### src/rtl/pulse_stretch_pkg.sv
// Shared types and parameter limits for the pulse stretcher bank.
package pulse_stretch_pkg;

  typedef enum logic {
    IDLE = 1'b0,
    HOLD = 1'b1
  } chanState_t;

  localparam int MIN_CHANNELS   = 1;
  localparam int MAX_CHANNELS   = 32;
  localparam int MIN_HOLD_TICKS = 1;
  localparam int MAX_HOLD_TICKS = 255;
  localparam int MIN_DROP_W     = 1;

  function automatic int tickCountW(input int holdTicks);
    return $clog2(holdTicks + 1);
  endfunction

endpackage

### src/rtl/pulse_stretch_channel.sv
// One pulse-stretch channel: IDLE/HOLD FSM with slow-tick hold counter.
// Optional drop counter when PULSE_STRETCH_BANK_DROP_STATS_EN is defined.
module pulse_stretch_channel
  import pulse_stretch_pkg::*;
#(
  parameter int HOLD_TICKS = 2,
  parameter int RETRIGGER  = 1,
  parameter int DROP_W     = 8
) (
  input  logic              clock,
  input  logic              resetN,
  input  logic              slowTick,
  input  logic              pulseIn,
`ifdef PULSE_STRETCH_BANK_DROP_STATS_EN
  input  logic              clearDrops,
  output logic [DROP_W-1:0] dropCount,
`endif
  output logic              pulseOut,
  output logic              holdNext
);

  localparam int CNT_W = tickCountW(HOLD_TICKS);
  localparam logic [CNT_W-1:0] LOAD = CNT_W'(HOLD_TICKS);

  if (HOLD_TICKS < MIN_HOLD_TICKS || HOLD_TICKS > MAX_HOLD_TICKS ||
      DROP_W < MIN_DROP_W || RETRIGGER < 0 || RETRIGGER > 1) begin : gBadParam
    $error("pulse_stretch_channel: parameter out of range");
  end

  chanState_t       state, stateNext;
  logic [CNT_W-1:0] count, countNext;
  logic             terminalTick;

  assign terminalTick = slowTick && (count == CNT_W'(1));

  // A tick alongside any accepted request is ignored: the reload wins.
  always_comb begin
    stateNext = state;
    countNext = count;
    case (state)
      IDLE: begin
        if (pulseIn) begin
          stateNext = HOLD;
          countNext = LOAD;
        end
      end
      HOLD: begin
        if (pulseIn) begin
          if (RETRIGGER != 0 || terminalTick) countNext = LOAD;
        end else if (slowTick) begin
          if (count == CNT_W'(1)) begin
            stateNext = IDLE;
            countNext = '0;
          end else begin
            countNext = count - CNT_W'(1);
          end
        end
      end
      default: begin
        stateNext = IDLE;
        countNext = '0;
      end
    endcase
  end

  always_ff @(posedge clock or negedge resetN) begin
    if (!resetN) begin
      state <= IDLE;
      count <= '0;
    end else begin
      state <= stateNext;
      count <= countNext;
    end
  end

  assign pulseOut = (state == HOLD);
  assign holdNext = (stateNext == HOLD);

`ifdef PULSE_STRETCH_BANK_DROP_STATS_EN
  logic dropEvent;

  // Only a non-retriggering channel can lose a request; the terminal tick rescues it.
  assign dropEvent = (state == HOLD) && pulseIn && (RETRIGGER == 0) && !terminalTick;

  always_ff @(posedge clock or negedge resetN) begin
    if (!resetN) begin
      dropCount <= '0;
    end else if (clearDrops) begin
      dropCount <= '0;
    end else if (dropEvent && (dropCount != '1)) begin
      dropCount <= dropCount + DROP_W'(1);
    end
  end
`endif

endmodule

### src/rtl/pulse_stretch_bank.sv
// Bank of independent pulse stretchers sharing one slowTick strobe.
// Define PULSE_STRETCH_BANK_DROP_STATS_EN to add clearDrops/dropCount.
module pulse_stretch_bank
  import pulse_stretch_pkg::*;
#(
  parameter int CHANNELS   = 4,
  parameter int HOLD_TICKS = 2,
  parameter int RETRIGGER  = 1,
  parameter int DROP_W     = 8
) (
  input  logic                       clock,
  input  logic                       resetN,
  input  logic                       slowTick,
  input  logic [CHANNELS-1:0]        pulseIn,
`ifdef PULSE_STRETCH_BANK_DROP_STATS_EN
  input  logic                       clearDrops,
  output logic [CHANNELS*DROP_W-1:0] dropCount,
`endif
  output logic [CHANNELS-1:0]        pulseOut,
  output logic                       busy
);

  if (CHANNELS < MIN_CHANNELS || CHANNELS > MAX_CHANNELS) begin : gBadChannels
    $error("pulse_stretch_bank: CHANNELS out of range");
  end

  logic [CHANNELS-1:0] holdNext;

  for (genvar ch = 0; ch < CHANNELS; ch++) begin : gChan
    pulse_stretch_channel #(
      .HOLD_TICKS (HOLD_TICKS),
      .RETRIGGER  (RETRIGGER),
      .DROP_W     (DROP_W)
    ) uChan (
      .clock      (clock),
      .resetN     (resetN),
      .slowTick   (slowTick),
      .pulseIn    (pulseIn[ch]),
`ifdef PULSE_STRETCH_BANK_DROP_STATS_EN
      .clearDrops (clearDrops),
      .dropCount  (dropCount[ch*DROP_W +: DROP_W]),
`endif
      .pulseOut   (pulseOut[ch]),
      .holdNext   (holdNext[ch])
    );
  end

  // Registered from the channels' next state so busy lines up with pulseOut.
  always_ff @(posedge clock or negedge resetN) begin
    if (!resetN) busy <= 1'b0;
    else         busy <= |holdNext;
  end

endmodule

### config.mk
export PLATFORM = sky130hd
export DESIGN_NAME = pulse_stretch_bank
export DESIGN_NICKNAME = d
export VERILOG_FILES = /design/src/rtl/pulse_stretch_pkg.sv /design/src/rtl/pulse_stretch_channel.sv /design/src/rtl/pulse_stretch_bank.sv
export SDC_FILE = /design/constraint.sdc
export NUM_CORES = 1
export LEC_CHECK = 0
export CORE_AREA = 2 2 39 41
export CTS_BUF_LIST = sky130_fd_sc_hd__clkbuf_8 sky130_fd_sc_hd__clkbuf_16
export CTS_CLUSTER_DIAMETER = 50
export CTS_CLUSTER_SIZE = 30
export DETAILED_ROUTE_END_ITERATION = 12
export DIE_AREA = 0 0 41 43
export GPL_TIMING_DRIVEN = 0
export MAX_ROUTING_LAYER = met4
export PLACE_DENSITY = 0.71
export SYNTH_ARGS = -nofsm -noshare
export SYNTH_HDL_FRONTEND = slang
export SYNTH_SLANG_ARGS = --single-unit
### constraint.sdc
create_clock -name clock -period 2.8 [get_ports clock]
set_input_delay 0.28 -clock clock [delete_from_list [all_inputs] [get_ports clock]]
set_output_delay 0.28 -clock clock [all_outputs]
set_load 0.01 [all_outputs]
* Word-level counts from Yosys, hierarchy flattened
Cells that the tools add are included.
Storage, ports and cells: bits in registers 13, bits in latches 0, RAM bits 0, memory bits (read-only) 0, input port bits 7, output and inout bits 5, logic and storage cells 74, memories kept 0
Operators by class: add/sub/neg operators 4, $mul 0, div/mod/pow operators 0, $lt $le $gt $ge 0, equality and inequality tests 12, shift-type cells 0, muxes and demuxes 40, bitwise gates (word level) 4, reductions and logical operators 5
Operators by type and width (count):
- two-way mux 2 bit | 16
- two-way mux 1 bit | 16
- case mux 2 bit (2 select lines) | 4
- != test 3 bit (second input constant) | 4
- == test 2 x 1 -> 1 bit (second input constant) | 4
- != test 2 bit (second input constant) | 4
- case mux 1 bit (2 select lines) | 4
- AND reduction 2 bit | 4
- subtractor 2 x 1 -> 2 bit (second input constant) | 4
- NOT 1 bit | 4
- OR reduction 4 bit | 1

* Depth between registers and ports, before layout
Gate-level depths: netlist (run 1).
depth in word-level cells 6, depth in mapped cells 5, gate-level depth less buffers 5

* Hierarchy
A second synthesis (run 1) with hierarchy kept.
Unflattened totals: cell total of the unflattened synthesis 50, area total of the unflattened synthesis 618.1 µm²
Modules (own cells, without submodules):
- pulse_stretch_channel | times used 4, cells each 12, area an instance 146.4 µm², seq. area each 75.1 µm²
- pulse_stretch_bank | times used 1, cells each 2, area an instance 32.5 µm², seq. area each 25.0 µm²

* Worst setup path before layout (run 1)
Ideal clock, no wire load.
path type register to register, from register gChan[2].uChan.count[1], to register busy, setup time 0.139 ns, arrival time 1.252 ns, setup slack 1.410 ns, stages on the path, launching flop included 6, cell sequence dfrtp_1 -> inv_1 -> ha_1 -> nand2_1 -> a21o_1 -> or4_4
Between the ends: cells in the longest elaborated chain, start to end 6
RTL lines:
- start: declaration | line pulse_stretch_channel.sv:31 | logic [CNT_W-1:0] count, countNext;
- start signal: assignment | line pulse_stretch_channel.sv:72 | count <= countNext;
- == test 2 x 1 -> 1 bit | line pulse_stretch_channel.sv:51 | if (count == CNT_W'(1)) begin
- two-way mux 1 bit | line pulse_stretch_channel.sv:51
- two-way mux 1 bit | line pulse_stretch_channel.sv:50 | end else if (slowTick) begin
- two-way mux 1 bit | line pulse_stretch_channel.sv:48 | if (pulseIn) begin
- case mux 1 bit (2 select lines) | line pulse_stretch_channel.sv:40 | case (state)
- named net gChan[2].uChan.holdNext | line pulse_stretch_channel.sv:19 | output logic holdNext
- OR reduction 4 bit | line pulse_stretch_bank.sv:51 | else busy <= |holdNext;
- end signal: assignment | line pulse_stretch_bank.sv:51
- end: declaration | line pulse_stretch_bank.sv:20 | output logic busy
The timed path passes the listed nets, and every way through them passes these cells. A chain may end at the register's enable or synchronous reset.

* Worst setup path in the final report (run 1)
from register gChan[3].uChan.state, to output pulseOut[3]
RTL lines:
- start: declaration | line pulse_stretch_channel.sv:30 | chanState_t state, stateNext;
- start signal: assignment | line pulse_stretch_channel.sv:71 | state <= stateNext;
- end: declaration | line pulse_stretch_bank.sv:19 | output logic [CHANNELS-1:0] pulseOut,
No word-level cell between the ends.

==> results.md, run 1 <==
- FF-to-FF End: busy
- Min cycle time layout: 1.548 ns
- Initial DRC count: 5
- Setup ws final: 1.252 ns
- Most frequent cells in the layout: 13 x dfrtp_1, 11 x clkdlybuf4s50_1, 7 x nand2_1, 5 x inv_1, 5 x nor2_1
- Clock Latency Late Sink: 0.24 ns
- RSZ-0062 raised after global routing: no
- Clock skew: 0.0003375 ns
- Psw: 0.1002 mW
- Combinational power share: 14.8%
- Critical path arrival: 1.27 ns
- Ys Warns: 0
- I/O pin count: 12
- Crit Path Class: flop to output port
- Grt total ovfl: 0
- DR WL/cell: 10.85 um
- Initial antenna violation count: 0
- Number of iterations in the first detailed-routing pass: 4
- Mapped Area: 625.6 um^2
- FF-to-FF setup slack: 1.35 ns
- Vias per inst: 4.851
- Total track usage: 14.66%
- Die Y: 43 um
- # diodes: 0
- Largest net degree at the start of global routing: 14
- CP max stage cell: clkdlybuf4s50_1
- Setup WS pre-CTS: 1.010 ns
- Syn Inst Count: 56
- Fin nets: 83
- Clk slew on worst S/H paths: 0.05 ns
- Synth cell types: 14
- Post-DRT Antenna Nets: 0
- Layout area overhead: 28.00%
- Peak supply drop: 375.0 uV
- Crit path max fanout: 4
- Crit-path max cell delay: 0.52 ns
- Post-CTS setup buffer count: 0
- Worst hold path type: primary input to asynchronous set/reset pin
- First-pass GRT wire length: 1.635 mm
- Clk buf depth: 2
- Row cnt: 14
- Total clock sinks: 13
- DP Wirelength: 703.7 um
- Setup TNS: 0 ns
- Full die area: 0.001763 mm^2
- Critical path launch point: gChan[3].uChan.pulseOut
- Internal power: 0.3362 mW
- Syn nets: 67
- Synth area leaders: dfrtp_1 52%, ha_1 8.0%, a211o_1 5.6%, a21o_1 4.8%, and3_2 4.8%
- Synthesized flop and latch total: 13
- Period utilization: 55.28%
- Relative slew slack: 63.52%
- CTS Hold Buffers Added: 0
- Initial Utilization: 45.21%
- Chip Width: 41 um
- Max-slew violation count: 0
- Syn_area_per_cell: 11.17 um^2
- CP Capture Type: output port
- Critical path capture point: pulseOut[3]
- Static Leak: 0.3984 nW
- I/O Buffers: 11
- R2R Path Start: gChan[2].uChan.count[1]
- H-tree levels: 1
- Peak Freq: 646.1 MHz
- Register area share after synthesis: 52.00%
- Post-route DRC: 0
- Post-CTS resize count: 0
- Core Util, Final: 57.87%
- Worst slew pin tran: 0.5456 ns
- Hold_ws: 0.3957 ns
- Vias in the first global route: 399
- Vias: 422
- Req. time, crit path: 2.52 ns
- Sequential Power Share: 48.7%
- Worst Reg-to-Reg Cells: 5
- Sw frac: 22.97%
- Core Area: 0.001384 mm^2
- Critical Path Source Type: flop
- Layout cells sized above 1: 19.72%
- Num CTS Buffers: 3
- Clk pwr share: 36.5%
- CTS tree: yes
- Root Driver: clkbuf_8
- Most common cell after layout, fill and taps aside: dfrtp_1
- Crit-path cells: buf_4 > clkdlybuf4s50_1
- Max-Cap Viols: 0
- RePlAce Congestion: 0.6703
- Pwr/cell area: 545.1 mW/mm^2
- Share of the synthesized area in the top cell type: 52.00%
- Area leader, netlist: dfrtp_1
- Detailed Route WL: 944 um
- Fin. Hold Viols: 0
- Final setup violating endpoints: 0
- Outcome: finished clean
final cells by class:
cell class              instances  area (um^2)
multi-input cells              34        244.0
fillers                       133        583.1
plain buffers                   5        41.29
inverters                       4        15.01
clock buffers                   3        41.29
repair buffers                 11        110.1
clock inverters                 1        3.754
flip-flops and latches         13        325.3
well taps                      16        20.02
how the worst min path moves through the flow:
stage                       startpoint                      end  slack (ns)
4_1_cts                         resetN  gChan[2].uChan.count[0]        0.41
2_1_floorplan                   resetN                     busy       -0.02
5_1_grt                         resetN  gChan[3].uChan.count[0]        0.43
3_3_place_gp   gChan[3].uChan.count[1]  gChan[3].uChan.count[1]        0.47
6_report                        resetN  gChan[2].uChan.count[0]        0.40
3_5_place_dp   gChan[1].uChan.count[1]  gChan[1].uChan.count[1]        0.48
cells in the mapped netlist:
cell and number:
ha_1 4, a21o_1 4, mux2i_1 1, nand2_1 7, and3_2 4, buf_4 4
xor2_1 3, inv_1 4, nor2_1 5, dfrtp_1 13, or4_4 1, nand2_2 1
a211o_1 4, buf_6 1
per-stage QoR:
stage,power (mW),cell area (um^2),std cells
after floorplan,0.2549,625.6,56
after global placement,0.2786,755.7,83
after detailed placement,0.2808,755.7,83
after CTS,0.4449,800.8,87
after global routing,0.4681,800.8,87
final,0.4365,800.8,87
kinds of logic after synthesis:
| kind of cell | synth area share (%) |
|---|---|
| buffers and inverters | 8.999 |
| AO/OA/AOI/OAI | 10.40 |
| XOR/XNOR | 4.201 |
| AND/OR/NAND/NOR | 14.80 |
| flip-flops | 52.00 |
| adder cells (fa/ha/maj) | 8.000 |
| multiplexers | 1.600 |
power by group through the flow:
| stage | sequential, mW | combinational [mW] | clock, mW |
|---|---|---|---|
| global route | 0.214 | 0.0754 | 0.178 |
| finish | 0.212 | 0.0646 | 0.159 |
| CTS | 0.212 | 0.0658 | 0.167 |
| global placement | 0.215 | 0.0635 | 0 |
| detailed placement | 0.215 | 0.0654 | 0 |
| floorplan | 0.214 | 0.0412 | 0 |
worst max-delay path, delay by kind of cell, from the launching register on:
family | cells | cell delay, ns
buf+inv | 2 | 0.64
flops | 1 | 0.39
layer usage:
| metal | track usage [%] | up-vias | share of wire [%] |
|---|---|---|---|
| met5 | - | - | 0 |
| met4 | 10.00 | 0 | 2.2 |
| met3 | 3.141 | 2 | 5.0 |
| met2 | 19.69 | 12 | 45 |
| met1 | 19.16 | 195 | 48 |
| li1 | - | 213 | - |
registers in the layout, indices dropped and copies added, names as in the netlist:
| signal | flops |
|---|---|
| gChan.uChan.count | 8 |
| gChan.uChan.pulseOut | 4 |
| busy | 1 |
Note: power is estimated with default switching activity, not from simulation.
==> run 2, diff against run 1 <==
--- a/config.mk
+++ b/config.mk
@@ -5,15 +5,14 @@
 export SDC_FILE = /design/constraint.sdc
 export NUM_CORES = 1
 export LEC_CHECK = 0
-export CORE_AREA = 2 2 39 41
+export CORE_UTILIZATION = 48
 export CTS_BUF_LIST = sky130_fd_sc_hd__clkbuf_8 sky130_fd_sc_hd__clkbuf_16
 export CTS_CLUSTER_DIAMETER = 50
 export CTS_CLUSTER_SIZE = 30
 export DETAILED_ROUTE_END_ITERATION = 12
-export DIE_AREA = 0 0 41 43
 export GPL_TIMING_DRIVEN = 0
 export MAX_ROUTING_LAYER = met4
-export PLACE_DENSITY = 0.71
+export PLACE_DENSITY = 0.73
 export SYNTH_ARGS = -nofsm -noshare
 export SYNTH_HDL_FRONTEND = slang
 export SYNTH_SLANG_ARGS = --single-unit
==> constraint.sdc (replaced) <==
create_clock -name clock -period 1.43 [get_ports clock]
set_input_delay 0.143 -clock clock [delete_from_list [all_inputs] [get_ports clock]]
set_output_delay 0.143 -clock clock [all_outputs]
set_load 0.01 [all_outputs]
==> run 2 against run 1 <==
Against the previous run:
- clock skew is 0.0035 ns higher
- wire length is 4.6% higher
- utilization is 16 points higher
- clock power is 91% higher
- critical endpoint is now busy
- largest power group unchanged
- highest routed layer unchanged
==> results.md, run 2 (synthesis gave the netlist of run 1 again) <==
- Peak supply drop: 640.4 uV
- Largest Register: gChan.uChan.count
- Final Power: 0.8586 mW
- Initial DRC count: 7
- R2R Path Start: gChan[1].uChan.count[1]
- Clk buf depth: 2
- Number of iterations in the first detailed-routing pass: 2
- Clk slew on worst S/H paths: 0.05 ns
- Sw frac: 22.22%
- DP Wirelength: 679 um
- Worst slew pin tran: 0.5524 ns
- Crit Path Class: primary input to flop
- Vias: 445
- FF-to-FF End: busy
- Clock Latency Late Sink: 0.24 ns
- Vias per inst: 4.837
- Pwr/cell area: 1000 mW/mm^2
- Grt total ovfl: 0
- Crit path max fanout: 5
- Core Area: 0.001156 mm^2
- Detailed Route WL: 987 um
- Cells after DPL: 81
- Critical path arrival: 1.53 ns
- Max-Cap Viols: 0
- Non-Filler Cell Area, Final: 858.3 um^2
- Full die area: 0.001452 mm^2
- Final setup violating endpoints: 0
- Fin. Hold Viols: 0
- Peak Freq: 699.9 MHz
- RePlAce Congestion: 0.6283
- Layout area overhead: 37.20%
- H-tree levels: 1
- Total clock sinks: 13
- Sequential standard cell area: 325.3 um^2
- Row cnt: 12
- Relative slew slack: 63.06%
- Max-slew violation count: 0
- Min cycle time layout: 1.429 ns
- Internal power: 0.6678 mW
- Hold_ws: 0.2658 ns
- Largest register FFs: 8
- Total track usage: 16.97%
- Clock skew: 0.003866 ns
- Number of fill cells: 87
- Worst hold path type: primary input to asynchronous set/reset pin
- # diodes: 0
- CTS tree: yes
- Post-route DRC: 0
- Period utilization: 99.92%
- Critical Path Source Type: primary input
- Req. time, crit path: 1.53 ns
- Initial antenna violation count: 0
- Clk pwr share: 35.3%
- Num CTS Buffers: 3
- Static Leak: 0.4289 nW
- Multi-input logic area: 246.5 um^2
- Fin nets: 90
- Layout cells sized above 1: 28.21%
- Die Y: 38.10 um
- RSZ-0062 raised after global routing: yes
- Most common cell after layout, fill and taps aside: dfrtp_1
- First-pass GRT wire length: 1.587 mm
- Placement Cell Area: 753.2 um^2
- Initial Utilization: 54.11%
- FF-to-FF setup slack: 0.01 ns
- Sequential Power Share: 48.5%
- Largest net degree at the start of global routing: 14
- Root Driver: clkbuf_8
- Post-DRT Antenna Nets: 0
- Psw: 0.1908 mW
- I/O pin count: 12
- Most frequent cells in the layout: 13 x dfrtp_1, 11 x buf_4, 9 x clkdlybuf4s50_1, 7 x nand2_1
- Vias in the first global route: 411
- Worst Reg-to-Reg Cells: 5
- DR WL/cell: 10.73 um
- CP Capture Type: flop
- Count of non-filler cells in the finished layout: 92
- Chip Width: 38.10 um
- Combinational power share: 16.3%
- Outcome: finished clean
- I/O Buffers: 11
-- run 2: cell count changes in the layout (fill, tap and decap cells not counted), sizes merged --
cell and change:
dlymetal6s2s +2, buf +7, clkdlybuf4s50 -2
-- run 2: how the worst max path moves through the flow --
stage | startpoint | to | slack [ns] | depth (start not counted)
final | slowTick | busy | 0.001 | 5
after global routing | gChan[0].uChan.count[1] | busy | -0.04 | 5
after CTS | gChan[1].uChan.count[1] | busy | 0.005 | 5
after detailed placement | slowTick | busy | -0.21 | 5
after global placement | slowTick | busy | -0.22 | 5
after floorplan | gChan[2].uChan.count[1] | busy | 0.04 | 5
-- run 2: metal layers --
| layer | share of wire, % | global-route usage (%) |
|---|---|---|
| met2 | 46 | 26.69 |
| met5 | 0 | - |
| met1 | 49 | 19.77 |
| met3 | 3.6 | 1.744 |
| met4 | 1.1 | 13.39 |
-- run 2: final cells by class --
type	instances	share of cell area, %
inverter	4	1.749
multi-input combinational	34	28.72
clock buffer	3	4.810
timing repair buffer	18	19.53
tap	14	2.041
buffer	5	4.810
clock inverter	1	0.4373
sequential	13	37.90
-- run 2: repair_timing --
action | 4_1_cts | 5_1_grt
hold buffers | 0 | 0
endpoints found under the hold margin | 0 | 0
buffers inserted | 4 | 3
pin swaps | 3 | 0
setup endpoints to repair | 1 | 4
resized for setup | 1 | 2
-- run 2: power groups by stage --
stage / Combinational (mW) / Sequential [mW] / Clock [mW]
global route: 0.158 / 0.420 / 0.324
finish: 0.140 / 0.416 / 0.303
global placement: 0.125 / 0.422 / 0
floorplan: 0.0807 / 0.418 / 0
detailed placement: 0.128 / 0.422 / 0
CTS: 0.138 / 0.416 / 0.313
-- run 2: worst max-delay path, cell delays in order --
cell	delay, ns
clkdlybuf4s50_1	0.52
buf_6	0.13
nand2_1	0.04
a21o_1	0.19
or4_4	0.50
-- run 2: through the flow --
stage / setup WS, ns / util, % / setup TNS, ns
after floorplan: 0.03996 / - / 0
after global placement: -0.2192 / 65.15 / -0.2192
after detailed placement: -0.2057 / 65.15 / -0.2057
after CTS: 0.005265 / 71.86 / 0
after global routing: -0.04223 / 74.24 / -0.04223
final: 0.001137 / 74.24 / 0
